File: config.mk
export PLATFORM = sky130hd
export DESIGN_NAME = uart_rx_frame_ctrl
export DESIGN_NICKNAME = d
export VERILOG_FILES = /design/src/rtl/uart_rx_frame_ctrl.sv
export SDC_FILE = /design/constraint.sdc
export NUM_CORES = 1
export LEC_CHECK = 0
export BUFFER_PORTS_ARGS = -buffer_cell sky130_fd_sc_hd__buf_4
export CORE_MARGIN = 5
export CORE_UTILIZATION = 52
export CTS_CLUSTER_SIZE = 24
export DETAILED_ROUTE_END_ITERATION = 8
export GPL_ROUTABILITY_DRIVEN = 0
export PLACE_DENSITY = 0.7
export SETUP_SLACK_MARGIN = 0.1
export SLEW_MARGIN = 0
export SYNTH_ARGS = -nofsm -noshare
export SYNTH_HDL_FRONTEND = slang
export SYNTH_SLANG_ARGS = --single-unit
File: constraint.sdc
create_clock -name sys_clk -period 2.63 [get_ports sys_clk]
set_input_delay 0.1315 -clock sys_clk [delete_from_list [all_inputs] [get_ports sys_clk]]
set_output_delay 0.1315 -clock sys_clk [all_outputs]
set_load 0.02 [all_outputs]
File: src/rtl/uart_rx_frame_ctrl.sv
// Turns the UART byte stream (HDR0 HDR1 LEN payload CSUM) into checked command frames.
// Latency: frame_ok and the first m_valid appear one cycle after the checksum byte; payload drains at 1 byte/cycle.
// Backpressure: m_ready low holds m_data/m_last; bytes arriving while draining are dropped and flagged.
module uart_rx_frame_ctrl #(
  parameter logic [7:0] HDR0        = 8'h55,
  parameter logic [7:0] HDR1        = 8'hAA,
  parameter int         MAX_LEN     = 16,
  parameter int         TIMEOUT_CYC = 8680
) (
  input  logic       sys_clk,
  input  logic       rst_n,
  input  logic       rx_done,
  input  logic [7:0] rx_data,
  output logic       m_valid,
  output logic [7:0] m_data,
  output logic       m_last,
  input  logic       m_ready,
  output logic       frame_ok,
  output logic       frame_err,
  output logic [1:0] err_code,
  output logic       busy
);

  localparam int AW = (MAX_LEN > 1) ? $clog2(MAX_LEN) : 1;
  localparam int CW = (TIMEOUT_CYC > 2) ? $clog2(TIMEOUT_CYC) : 1;
  localparam logic [7:0]    MAX_LEN_B = 8'(MAX_LEN);
  // tmo_cnt holds the number of cycles elapsed since the last byte. Acting when
  // it equals TIMEOUT_CYC-2 means the registered error pulse lands on the cycle
  // the count would read TIMEOUT_CYC-1, i.e. TIMEOUT_CYC-1 cycles after the byte.
  localparam logic [CW-1:0] TMO_TERM  = CW'(TIMEOUT_CYC - 2);

  localparam logic [1:0] E_LEN  = 2'b00;
  localparam logic [1:0] E_CSUM = 2'b01;
  localparam logic [1:0] E_TMO  = 2'b10;
  localparam logic [1:0] E_OVR  = 2'b11;

  typedef enum logic [2:0] {
    S_IDLE, S_H1, S_LEN, S_PAY, S_CSUM, S_OUT
  } state_t;

  state_t        state, state_nxt;
  logic [7:0]    len, sum, idx, rd;
  logic [CW-1:0] tmo_cnt;
  logic [7:0]    pay_mem [2**AW];

  logic          timed, tmo_fire, len_bad, csum_good, rd_last, xfer;
  logic          ok_nxt, err_nxt;
  logic [1:0]    code_nxt;

  assign timed     = state inside {S_H1, S_LEN, S_PAY, S_CSUM};
  // A byte on the terminal cycle takes priority over the timeout.
  assign tmo_fire  = timed && !rx_done && (tmo_cnt == TMO_TERM);
  assign len_bad   = (rx_data == 8'd0) || (rx_data > MAX_LEN_B);
  assign csum_good = (rx_data == sum);
  assign rd_last   = (rd == (len - 8'd1));
  assign xfer      = (state == S_OUT) && m_ready;

  // State register
  always_ff @(posedge sys_clk) begin
    if (!rst_n) state <= S_IDLE;
    else        state <= state_nxt;
  end

  // Next-state decode: byte-driven transitions, timeout abort, end of drain
  always_comb begin
    state_nxt = state;
    if (tmo_fire) begin
      state_nxt = S_IDLE;
    end else begin
      case (state)
        S_IDLE: if (rx_done && rx_data == HDR0) state_nxt = S_H1;
        S_H1: begin
          if (rx_done) begin
            if (rx_data == HDR1)      state_nxt = S_LEN;
            else if (rx_data == HDR0) state_nxt = S_H1;
            else                      state_nxt = S_IDLE;
          end
        end
        S_LEN:  if (rx_done) state_nxt = len_bad ? S_IDLE : S_PAY;
        S_PAY:  if (rx_done && idx == (len - 8'd1)) state_nxt = S_CSUM;
        S_CSUM: if (rx_done) state_nxt = csum_good ? S_OUT : S_IDLE;
        S_OUT:  if (xfer && rd_last) state_nxt = S_IDLE;
        default: state_nxt = S_IDLE;
      endcase
    end
  end

  // Output decode: stream outputs from state, next values of the status pulses
  always_comb begin
    ok_nxt   = 1'b0;
    err_nxt  = 1'b0;
    code_nxt = 2'b00;
    busy     = (state != S_IDLE);
    m_valid  = (state == S_OUT);
    m_data   = (state == S_OUT) ? pay_mem[rd[AW-1:0]] : 8'h00;
    m_last   = (state == S_OUT) && rd_last;
    if (tmo_fire) begin
      err_nxt  = 1'b1;
      code_nxt = E_TMO;
    end else if (rx_done) begin
      case (state)
        S_LEN:  if (len_bad) begin err_nxt = 1'b1; code_nxt = E_LEN; end
        S_CSUM: begin
          if (csum_good) ok_nxt = 1'b1;
          else begin err_nxt = 1'b1; code_nxt = E_CSUM; end
        end
        S_OUT:  begin err_nxt = 1'b1; code_nxt = E_OVR; end
        default: ;
      endcase
    end
  end

  // Datapath registers: length, running checksum, indices, timeout, status pulses
  always_ff @(posedge sys_clk) begin
    if (!rst_n) begin
      len       <= 8'd0;
      sum       <= 8'd0;
      idx       <= 8'd0;
      rd        <= 8'd0;
      tmo_cnt   <= '0;
      frame_ok  <= 1'b0;
      frame_err <= 1'b0;
      err_code  <= 2'b00;
    end else begin
      frame_ok  <= ok_nxt;
      frame_err <= err_nxt;
      err_code  <= code_nxt;
      tmo_cnt   <= rx_done ? CW'(1) : (timed ? tmo_cnt + CW'(1) : '0);
      if (rx_done && state == S_LEN && !len_bad) begin
        len <= rx_data;
        sum <= rx_data;
        idx <= 8'd0;
      end
      if (rx_done && state == S_PAY) begin
        sum <= sum + rx_data;
        idx <= idx + 8'd1;
      end
      if (rx_done && state == S_CSUM) rd <= 8'd0;
      if (xfer) rd <= rd + 8'd1;
    end
  end

  // Payload buffer; contents are don't-care after reset
  always_ff @(posedge sys_clk) begin
    if (rx_done && state == S_PAY) pay_mem[idx[AW-1:0]] <= rx_data;
  end

endmodule

==> results.md, run 1 <==
* Status: finished clean
* Final Cell Area at 9670 um2
* Routed wl met3 at 1350 um
* Min-Delay Path Depth at 2
* Drt wl/cell at 20.8 um
* Wl on met1 at 7730 um
* Initial antenna violation count at 0
* Leakage at 3.38 nW
* Mapped Cells at 624
* Syn Std Cell Area at 8310 um2
* Total track usage at 21.2%
* CTS tree: yes
* Net count, final at 698
* Most used cell, CP: mux4_2
* Starting DRT DRC Count at 511
* Placed wire-length estimate at 12200 um
* XOR/XNOR share of the synthesized area at 3.16%
* Io pins at 27
* Syn_area_per_cell at 13.3 um2
* Routed WL at 18700 um
* Vias in the first global route at 5278
* Compound-Gate Fraction of Synth Area at 6.70%
* TritonCTS Buffers at 17
* Ratio of cells with drive above 1 in the final layout at 23.1%
* Met2 WL at 9240 um
* H-tree Lvls at 4
* Core Region at 15800 um2
* Fillers at 1213
* Final Slew Violations at 0
* Clock Latency Late Sink at 0.43 ns
* Sequential Area at 4990 um2
* Hold Slack at 0.0433 ns
* Worst min path class: in -> reg
* Worst Tran Pin Value at 0.606 ns
* Placed Instances at 857
* Detailed Routing Iterations Pass 1 at 5
* Die X-Extent at 136 um
* Worst reg2reg path startpoint: len[1]
* Row cnt at 46
* Top routing layer used: met4
* Req. time, crit path at 2.50 ns
* EDFF count, synth at 128
* Stages on worst setup path at 5
* Clock tree sinks at 185
* Critical path class: reg -> out
* CTS Buffer Depth at 2
* Largest net degree at the start of global routing at 33
* Unrepaired setup endpoints after global routing: true
* Post-Synth Simple-Gate Area at 14.0%
* Clk slew on worst S/H paths at 0.07 ns
* Crit path capture type: output port
* Root Buffer: clkbuf_16
* Max incr delay on CP at 0.55 ns
* Dominant synthesized flop cell: edfxtp_1
* Fin crit period at 2.56 ns
* Final Worst Setup Slack at 0.0720 ns
* Port-buffer cells at 26
* FMAX at 0.391 GHz
* Max-cap viol count at 0
* Area of the multi-input gates at 3200 um2
* Mux contribution to synthesized area at 11.2%
* Most common cell after layout, fill and taps aside: edfxtp_1
* Yosys cell types at 64
* Die area at 18600 um2
* Finished Layout Cells at 899
* Global-route wire length before repair at 29400 um
* Syn Nets at 652
* Final Cycle Share at 97.3%
* Hold path startpoint: rx_done
* Vias post-DR at 5338
* Worst slack, placed at 0.109 ns
* Via/cell ratio at 5.94
* Main combinational cell family by area after synthesis: simple AND/OR/NAND/NOR gates
* Synth Area in Adders at 2.50%
* CP Max Fanout at 6
* Clk_skew at 0.00539 ns
* Final count of hold timing violations at 0
* Starting Density at 52.7%
* DP Area at 8820 um2
* Most frequent cells in the layout: 128 x edfxtp_1, 53 x dfxtp_1, 45 x nand2_1
* FF-to-FF path depth at 7
* Buffers & Inverters on Critical Path at 2
* Power Density at 591 nW/um2
* Post-synthesis register bit count at 185
* Async set-or-reset flop fraction in the synthesized netlist at 0%
* Worst slew margin at 59.5%
* Total gr overflow at 0
* Final setup fails at 0
* Die H at 136 um
* Maximum vdd drop at 0.467 mV
* Post-synthesis sequential area ratio at 60.0%
* Crit path cell chain: buf_12 -> mux4_2 -> mux4_2 -> and2_4 -> buf_6
* Synth Warn # at 0
* Area growth, synth to finish at 16.4%
* CP Launch Type: flop
* Critical path's top delay family: multiplexers
* Remaining antenna violation count at 0
* DRC at 0
* CP arrival at 2.43 ns
* Critical path's slowest cell: mux4_2
* Setup TNS at 0 ns
* Antenna Cells at 0
[registers in the layout (all words and copies together) (netlist names), named ones only]
name / flops
pay_mem: 128
tmo_cnt: 14
idx: 8
len: 8
rd: 8
sum: 8
state: 3
err_code: 2
frame_err: 1
frame_ok: 1
[path summary, 6_finish.rpt]
path,endpoint,slack [ns]
worst max register to register,state[0],0.23
worst min register to register,sum[5],0.49
worst min-delay path,tmo_cnt[0],0.04
worst max-delay path,m_data[6],0.07
[per-stage QoR]
stage	total power, mW	util (%)
2_1_floorplan	3.20	-
6_report	5.71	61.3
3_3_place_gp	3.27	55.9
4_1_cts	5.74	60.4
3_5_place_dp	3.27	55.9
5_1_grt	5.89	61.3
[cells in the mapped netlist, types with 3 or more instances]
cell         n  area (um2)
a2111oi_0    3        26.3
a21boi_0     6        45.0
a21o_1       3        22.5
a21oi_1     26         130
a31oi_1      7        43.8
and2_1      25         156
and3_1      17         106
buf_1        5        18.8
buf_4        3        22.5
clkbuf_1    20        75.1
dfxtp_1     57        1140
edfxtp_1   128        3840
ha_1        15         188
inv_1       16        60.1
mux2i_1      3        30.0
mux4_2      40         901
nand2_1     45         169
nand3_1     19        95.1
nand3b_1     4        30.0
nand4_1      7        43.8
nand4b_1     5        43.8
nor2_1      39         146
nor2b_1     12        75.1
nor3_1      19        95.1
nor4_1       4        25.0
o21a_1       3        22.5
o21ai_0     13        65.1
o31ai_1      6        45.0
or3_1        3        18.8
or4_1        4        30.0
xnor2_1     14         123
xor2_1      16         140
[final cells by class]
type,instances,area share (%)
Clock buffer,17,4.40
Sequential cell,185,51.6
Inverter,16,0.621
Clock inverter,15,1.57
Tap cell,216,2.80
Multi-Input combinational cell,392,33.1
Timing Repair Buffer,58,5.85
[worst reg2reg max path, delay by kind of cell (launching register included)]
family             cells  cell delay, ns
and+or+nand+nor        5            1.46
AOI/OAI and AO/OA      2            0.51
DFF                    1            0.33
[routing by layer]
layer	global-route usage [%]	vias to the layer above
met3	5.07	33
li1	-	2459
met1	28.3	2656
met2	34.5	190
met4	6.89	0
met5	0	-
[repair_timing]
item,in CTS,in global routing
setup endpoints to repair,9,12
hold buffers,2,0
cloned,2,1
hold endpoints to repair,5,0
gates resized for setup,15,22
pin swaps,1,7
setup buffers,1,4
[where the power goes]
part | internal [mW] | switching (mW) | leakage (nW)
sequential | 3.10 | 0.00134 | 1.61
combinational | 0.0301 | 0.0734 | 1.48
clock | 1.40 | 1.10 | 0.291
total | 4.54 | 1.17 | 3.38
[logic make-up (layout without fill, tap and decap cells)]
kind of cell    Yosys count  after routing
simple gates            218            218
xor+xnor                 30             30
compound gates           85             85
mux                      43             43
fa+ha+maj                16             16
flops                   185            185
buf+inv                  47            106
(Power assumes the default switching activity.)
==> run 2: changes to the inputs <==
--- a/config.mk
+++ b/config.mk
@@ -5,13 +5,13 @@
 export SDC_FILE = /design/constraint.sdc
 export NUM_CORES = 1
 export LEC_CHECK = 0
-export BUFFER_PORTS_ARGS = -buffer_cell sky130_fd_sc_hd__buf_4
 export CORE_MARGIN = 5
 export CORE_UTILIZATION = 52
 export CTS_CLUSTER_SIZE = 24
 export DETAILED_ROUTE_END_ITERATION = 8
+export DONT_BUFFER_PORTS = 1
 export GPL_ROUTABILITY_DRIVEN = 0
-export PLACE_DENSITY = 0.7
+export PLACE_DENSITY = 0.68
 export SETUP_SLACK_MARGIN = 0.1
 export SLEW_MARGIN = 0
 export SYNTH_ARGS = -nofsm -noshare
==> results.md, run 2 (synthesized netlist as in run 1, its figures left out) <==
* Met2 WL at 9370 um (was 9240 um)
* Die H at 136 um (unchanged)
* Final setup fails at 0 (unchanged)
* Routed WL at 18500 um (was 18700 um)
* Leakage at 3.20 nW (was 3.38 nW)
* Most frequent cells in the layout: 128 x edfxtp_1, 55 x dfxtp_1, 45 x nand2_1 (was 128 x edfxtp_1, 53 x dfxtp_1, 45 x nand2_1)
* Global-route wire length before repair at 28600 um (was 29400 um)
* FMAX at 0.408 GHz (was 0.391 GHz)
* Stages on worst setup path at 4 (was 5)
* Io pins at 27 (unchanged)
* Initial antenna violation count at 1 (was 0)
* Worst min path class: in -> reg (unchanged)
* Hold Slack at 0.0317 ns (was 0.0433 ns)
* Clk_skew at 0.00776 ns (was 0.00539 ns)
* Vias in the first global route at 5177 (was 5278)
* Clk slew on worst S/H paths at 0.07 ns (about the same)
* Starting Density at 52.7% (unchanged)
* Status: finished clean (unchanged)
* Unrepaired setup endpoints after global routing: true (unchanged)
* Crit path capture type: output port (unchanged)
* DRC at 0 (unchanged)
* Power Density at 598 nW/um2 (was 591 nW/um2)
* Crit path cell chain: buf_12 -> mux4_2 -> mux4_2 -> and2_1 (was buf_12 -> mux4_2 -> mux4_2 -> and2_4 -> buf_6)
* Detailed Routing Iterations Pass 1 at 5 (unchanged)
* Post-CTS Setup Inserts at 0 (was 1)
* Req. time, crit path at 2.50 ns (about the same)
* Most used cell, CP: mux4_2 (unchanged)
* Largest net degree at the start of global routing at 33 (unchanged)
* Wl on met1 at 7590 um (was 7730 um)
* Final Cycle Share at 93.1% (was 97.3%)
* Via/cell ratio at 6.01 (was 5.94)
* Critical path's slowest cell: mux4_2 (unchanged)
* Area growth, synth to finish at 13.2% (was 16.4%)
* Maximum vdd drop at 0.449 mV (was 0.467 mV)
* Clock tree sinks at 185 (unchanged)
* Total gr overflow at 0 (unchanged)
* DP Area at 8600 um2 (was 8820 um2)
* Port-buffer cells at 0 (was 26)
* TritonCTS Buffers at 17 (unchanged)
* Final Slew Violations at 0 (unchanged)
* Setup TNS at 0 ns (unchanged)
* Root Buffer: clkbuf_16 (unchanged)
* Row cnt at 46 (unchanged)
* Min-Delay Path Depth at 4 (was 2)
* Core Region at 15800 um2 (unchanged)
* Clock Latency Late Sink at 0.43 ns (about the same)
* Die area at 18600 um2 (unchanged)
* Antenna Cells at 0 (unchanged)
* Max reg flops at 128 (unchanged)
* Fillers at 1254 (was 1213)
* Ratio of cells with drive above 1 in the final layout at 16.9% (was 23.1%)
* Critical path class: reg -> out (unchanged)
* Routed wl met3 at 1310 um (was 1350 um)
* Top routing layer used: met4 (unchanged)
* Final Cell Area at 9400 um2 (was 9670 um2)
* CP arrival at 2.32 ns (was 2.43 ns)
* Most common cell after layout, fill and taps aside: edfxtp_1 (unchanged)
* Worst slew margin at 39.5% (was 59.5%)
* Fin crit period at 2.45 ns (was 2.56 ns)
* Buffers & Inverters on Critical Path at 1 (was 2)
* CTS Buffer Depth at 2 (unchanged)
* CP Max Fanout at 8 (was 6)
* Area of the multi-input gates at 3180 um2 (was 3200 um2)
* Vias post-DR at 5234 (was 5338)
* FF-to-FF path depth at 7 (unchanged)
* CTS tree: yes (unchanged)
* Critical path's top delay family: multiplexers (unchanged)
* H-tree Lvls at 4 (unchanged)
* Final count of hold timing violations at 0 (unchanged)
* Worst Tran Pin Value at 0.904 ns (was 0.606 ns)
* Placed wire-length estimate at 11700 um (was 12200 um)
* Pwr Total at 5.62 mW (was 5.71 mW)
* Max incr delay on CP at 0.56 ns (was 0.55 ns)
* CP Launch Type: flop (unchanged)
* Total track usage at 21.0% (was 21.2%)
* Max-cap viol count at 0 (unchanged)
* Net count, final at 670 (was 698)
* Sequential Area at 4990 um2 (about the same)
* Drt wl/cell at 21.2 um (was 20.8 um)
* Die X-Extent at 136 um (unchanged)
* Starting DRT DRC Count at 401 (was 511)
* Remaining antenna violation count at 0 (unchanged)
## run 2: cell count changes in the layout (fill, tap and decap cells not counted), sizes merged
cell         delta
buf            -35
dlygate4sd3     +9
clkinv          -8
inv             +4
clkinvlp        +3
bufinv          -1
## run 2: layer usage
layer	vias up	track usage [%]
li1	2408	-
met5	-	0
met3	21	5.03
met4	0	5.71
met1	2619	27.1
met2	186	35.6
## run 2: worst min-delay path, stage by stage
cell and delay (ns):
nand4_1 0.06, o31ai_1 0.08, nand3_2 0.09, a21oi_2 0.04
## run 2: repair_timing
item / in CTS / in global routing
resized for setup: 5 / 17
endpoints found under the setup margin: 5 / 7
hold buffers: 11 / 0
hold endpoints to repair: 169 / 0
pin swaps: 0 / 1
gates cloned: 2 / 0
## run 2: metrics by stage
stage                     utilization, %  std cells  setup WS, ns
after global routing                59.6        871        0.0726
final                               59.6        871         0.181
after global placement              54.5        826         0.244
after floorplan                        -        624         0.213
after CTS                           59.2        871         0.105
after detailed placement            54.5        826         0.207
## run 2: final timing paths
check / start / to / slack (ns)
min reg2reg: sum[6] / sum[6] / 0.48
min: rx_data[1] / state[1] / 0.03
max reg2reg: len[5] / state[0] / 0.21
max: flop / m_data[4] / 0.18
## run 2: cell type report
class / count / area share [%]
flip-flops and latches: 185 / 53.1
clock inverters: 13 / 1.42
well taps: 216 / 2.87
inverters: 16 / 0.639
repair buffers: 30 / 3.51
clock buffers: 19 / 4.60
multi-input cells: 392 / 33.9
## run 2: report_power, final
part | internal (mW) | switching, mW
Combinational | 0.0246 | 0.0585
Clock | 1.33 | 1.10
Sequential | 3.11 | 0.00123
==> run 3: changes to the inputs <==
--- a/config.mk
+++ b/config.mk
@@ -5,6 +5,7 @@
 export SDC_FILE = /design/constraint.sdc
 export NUM_CORES = 1
 export LEC_CHECK = 0
+export ABC_AREA = 1
 export CORE_MARGIN = 5
 export CORE_UTILIZATION = 52
 export CTS_CLUSTER_SIZE = 24
==> results.md, run 3 <==
* Most common cell in the netlist: edfxtp_1 (unchanged)
* Syn Std Cell Area at 8340 um2 (was 8310 um2)
* CP Max Fanout at 33 (was 8)
* Initial antenna violation count at 1 (unchanged)
* Routed WL at 20900 um (was 18500 um)
* Crit path cell chain: inv_1 -> buf_6 -> o21ai_0 -> o221ai_1 -> o211ai_1 -> a21oi_1 (was buf_12 -> mux4_2 -> mux4_2 -> and2_1)
* CTS tree: yes (unchanged)
* Crit path capture type: output port (unchanged)
* Final count of hold timing violations at 0 (unchanged)
* Placed wire-length estimate at 13500 um (was 11700 um)
* Final setup fails at 0 (unchanged)
* Vias post-DR at 6500 (was 5234)
* Die X-Extent at 137 um (was 136 um)
* Post-synthesis register bit count at 185 (unchanged)
* Post-synthesis sequential area ratio at 59.8% (was 60.0%)
* Critical path class: reg -> out (unchanged)
* DRC at 0 (unchanged)
* Yosys top cell by area: edfxtp_1 (unchanged)
* Detailed Routing Iterations Pass 1 at 6 (was 5)
* Clk slew on worst S/H paths at 0.06 ns (was 0.07 ns)
* Starting DRT DRC Count at 797 (was 401)
* DP Area at 8710 um2 (was 8600 um2)
* Worst min path class: in -> reg (unchanged)
* Final Slew Violations at 0 (unchanged)
* Min-Delay Path Depth at 3 (was 4)
* EDFF count, synth at 128 (unchanged)
* Top post-synthesis cells by area: edfxtp_1 46%, dfxtp_1 14%, nor2_1 5.6% (was edfxtp_1 46%, dfxtp_1 14%, mux4_2 11%)
* Worst slew margin at 44.1% (was 39.5%)
* Port-buffer cells at 0 (unchanged)
* Net count, final at 908 (was 670)
* Synth top cells by count: 128 x edfxtp_1, 125 x nor2_1, 114 x nand2_1 (was 128 x edfxtp_1, 57 x dfxtp_1, 45 x nand2_1)
* Yosys cell types at 41 (was 64)
* Max incr delay on CP at 0.48 ns (was 0.56 ns)
* Io pins at 27 (unchanged)
* FMAX at 0.425 GHz (was 0.408 GHz)
* Starting Density at 52.7% (about the same)
* CP Launch Type: flop (unchanged)
* FF-to-FF path depth at 7 (unchanged)
* Critical path's slowest cell: dfxtp_2 (was mux4_2)
* R2R Setup Slk at 0.56 ns (was 0.21 ns)
* Worst Tran Pin Value at 0.835 ns (was 0.904 ns)
* Global-route wire length before repair at 33300 um (was 28600 um)
* Async set-or-reset flop fraction in the synthesized netlist at 0% (unchanged)
* Stages on worst setup path at 6 (was 4)
* Post-synth top area share at 46.1% (was 46.3%)
* Die area at 18700 um2 (was 18600 um2)
* Final Cycle Share at 89.6% (was 93.1%)
* Max reg flops at 128 (unchanged)
* H-tree Lvls at 4 (unchanged)
* Most common cell after layout, fill and taps aside: edfxtp_1 (unchanged)
* Root Buffer: clkbuf_16 (unchanged)
* Unrepaired setup endpoints after global routing: true (unchanged)
* Syn_area_per_cell at 9.77 um2 (was 13.3 um2)
* Clock tree sinks at 185 (unchanged)
* Reg2reg end: pay_mem[15][4] (was state[0])
* Ratio of cells with drive above 1 in the final layout at 10.1% (was 16.9%)
* Clk_skew at 0.00799 ns (was 0.00776 ns)
* Critical path's top delay family: compound AO/OA/AOI/OAI gates (was multiplexers)
* Req. time, crit path at 2.50 ns (about the same)
* Remaining antenna violation count at 0 (unchanged)
* Setup TNS at 0 ns (unchanged)
* Area growth, synth to finish at 12.4% (was 13.2%)
* Vias in the first global route at 6424 (was 5177)
* Via/cell ratio at 5.86 (was 6.01)
* Dominant synthesized flop cell: edfxtp_1 (unchanged)
* CP arrival at 2.22 ns (was 2.32 ns)
* TritonCTS Buffers at 17 (unchanged)
* Most frequent cells in the layout: 128 x edfxtp_1, 124 x nor2_1, 114 x nand2_1 (was 128 x edfxtp_1, 55 x dfxtp_1, 45 x nand2_1)
* Final Cell Area at 9370 um2 (was 9400 um2)
* Fin crit period at 2.36 ns (was 2.45 ns)
* Leakage at 3.25 nW (was 3.20 nW)
* Max-cap viol count at 0 (unchanged)
* Worst reg2reg path startpoint: state[1] (was len[5])
* Power Density at 635 nW/um2 (was 598 nW/um2)
* Syn Nets at 881 (was 652)
* Buffers & Inverters on Critical Path at 2 (was 1)
* Row cnt at 46 (unchanged)
* Synth Warn # at 0 (unchanged)
* Hold path startpoint: m_ready (was rx_data[1])
* Core Region at 15800 um2 (about the same)
* Total gr overflow at 0 (unchanged)
* Antenna Cells at 0 (unchanged)
* Status: finished clean (unchanged)
* CTS Buffer Depth at 2 (unchanged)
* Mapped Cells at 853 (was 624)
* Drt wl/cell at 18.9 um (was 21.2 um)
* Largest net degree at the start of global routing at 34 (was 33)
* Total track usage at 23.4% (was 21.0%)
* Die H at 137 um (was 136 um)
* Clock Latency Late Sink at 0.43 ns (about the same)
* Maximum vdd drop at 0.450 mV (was 0.449 mV)
run 3: changes by cell type after synthesis, moves of 32 or more:
| cell | before | now |
|---|---|---|
| nor2_1 | 39 | 125 |
| o21ai_0 | 13 | 84 |
| nand3_1 | 19 | 51 |
| mux4_2 | 40 | 0 |
| nand2_1 | 45 | 114 |
| inv_1 | 16 | 69 |
run 3: cell families (layout without fill, tap and decap cells):
| group | count (synthesis) | count (layout) | share of synthesized area [%] |
|---|---|---|---|
| DFF | 185 | 185 | 59.8 |
| adders and majority gates | 16 | 16 | 2.49 |
| xor gates and xnor gates | 8 | 8 | 1.17 |
| and+or+nand+nor | 343 | 343 | 18.1 |
| AOI/OAI and AO/OA | 192 | 192 | 13.5 |
| buffers and inverters | 109 | 149 | 4.97 |
run 3: power breakdown:
part	internal (mW)	leakage, nW	switching (mW)
clock network	1.24	0.255	1.16
logic	0.117	1.38	0.275
registers	3.14	1.61	0.0314
total	4.49	3.25	1.47
run 3: area by class of cell:
type / count / area [um2]
fill: 1337 / 6450
sequential: 185 / 4990
multi-input combinational: 559 / 2950
clock buffer: 19 / 433
timing repair buffer: 37 / 319
inverter: 80 / 305
tap: 216 / 270
clock inverter: 13 / 113
run 3: worst max path at each step:
| stage | from | to | slack, ns |
|---|---|---|---|
| after detailed placement | flop | m_data[6] | 0.42 |
| after global placement | flop | m_data[5] | 0.49 |
| final | flop | m_data[1] | 0.27 |
| after global routing | len[0] | m_last | 0.07 |
| after CTS | len[0] | m_last | 0.15 |
| after floorplan | state[1] | pay_mem[12][0] | 0.73 |
run 3: worst register-to-register path, cell delays in order (launching register included):
cell and delay, ns:
dfxtp_1 0.44, inv_2 0.09, nor3_1 0.17, inv_1 0.11, nor2_4 0.36, inv_2 0.19, nor2_1 0.17, buf_4 0.22
run 3: metrics by stage:
step | cells | power (mW) | utilization, % | hold WS [ns] | setup slack, ns
2_1_floorplan | 853 | 3.50 | - | 0.230 | 0.731
3_3_place_gp | 1067 | 3.55 | 55.0 | 0.233 | 0.487
3_5_place_dp | 1067 | 3.57 | 55.0 | 0.233 | 0.422
4_1_cts | 1109 | 5.98 | 59.1 | 0.00371 | 0.150
5_1_grt | 1109 | 6.18 | 59.2 | 0.0385 | 0.0681
6_report | 1109 | 5.96 | 59.2 | 0.0291 | 0.275
run 3: timing repair:
action	CTS	global route
gates resized for setup	1	6
setup buffers	0	0
hold buffers	10	0
endpoints found under the hold margin	152	0
endpoints found under the setup margin	8	9
run 3: layer usage:
metal / wire, um / track usage, % / share of wire (%)
met5: 20 / 0 / 0.095
met2: 10100 / 38.5 / 48
met1: 8530 / 29.1 / 41
met4: 726 / 9.57 / 3.5
met3: 1550 / 6.69 / 7.4
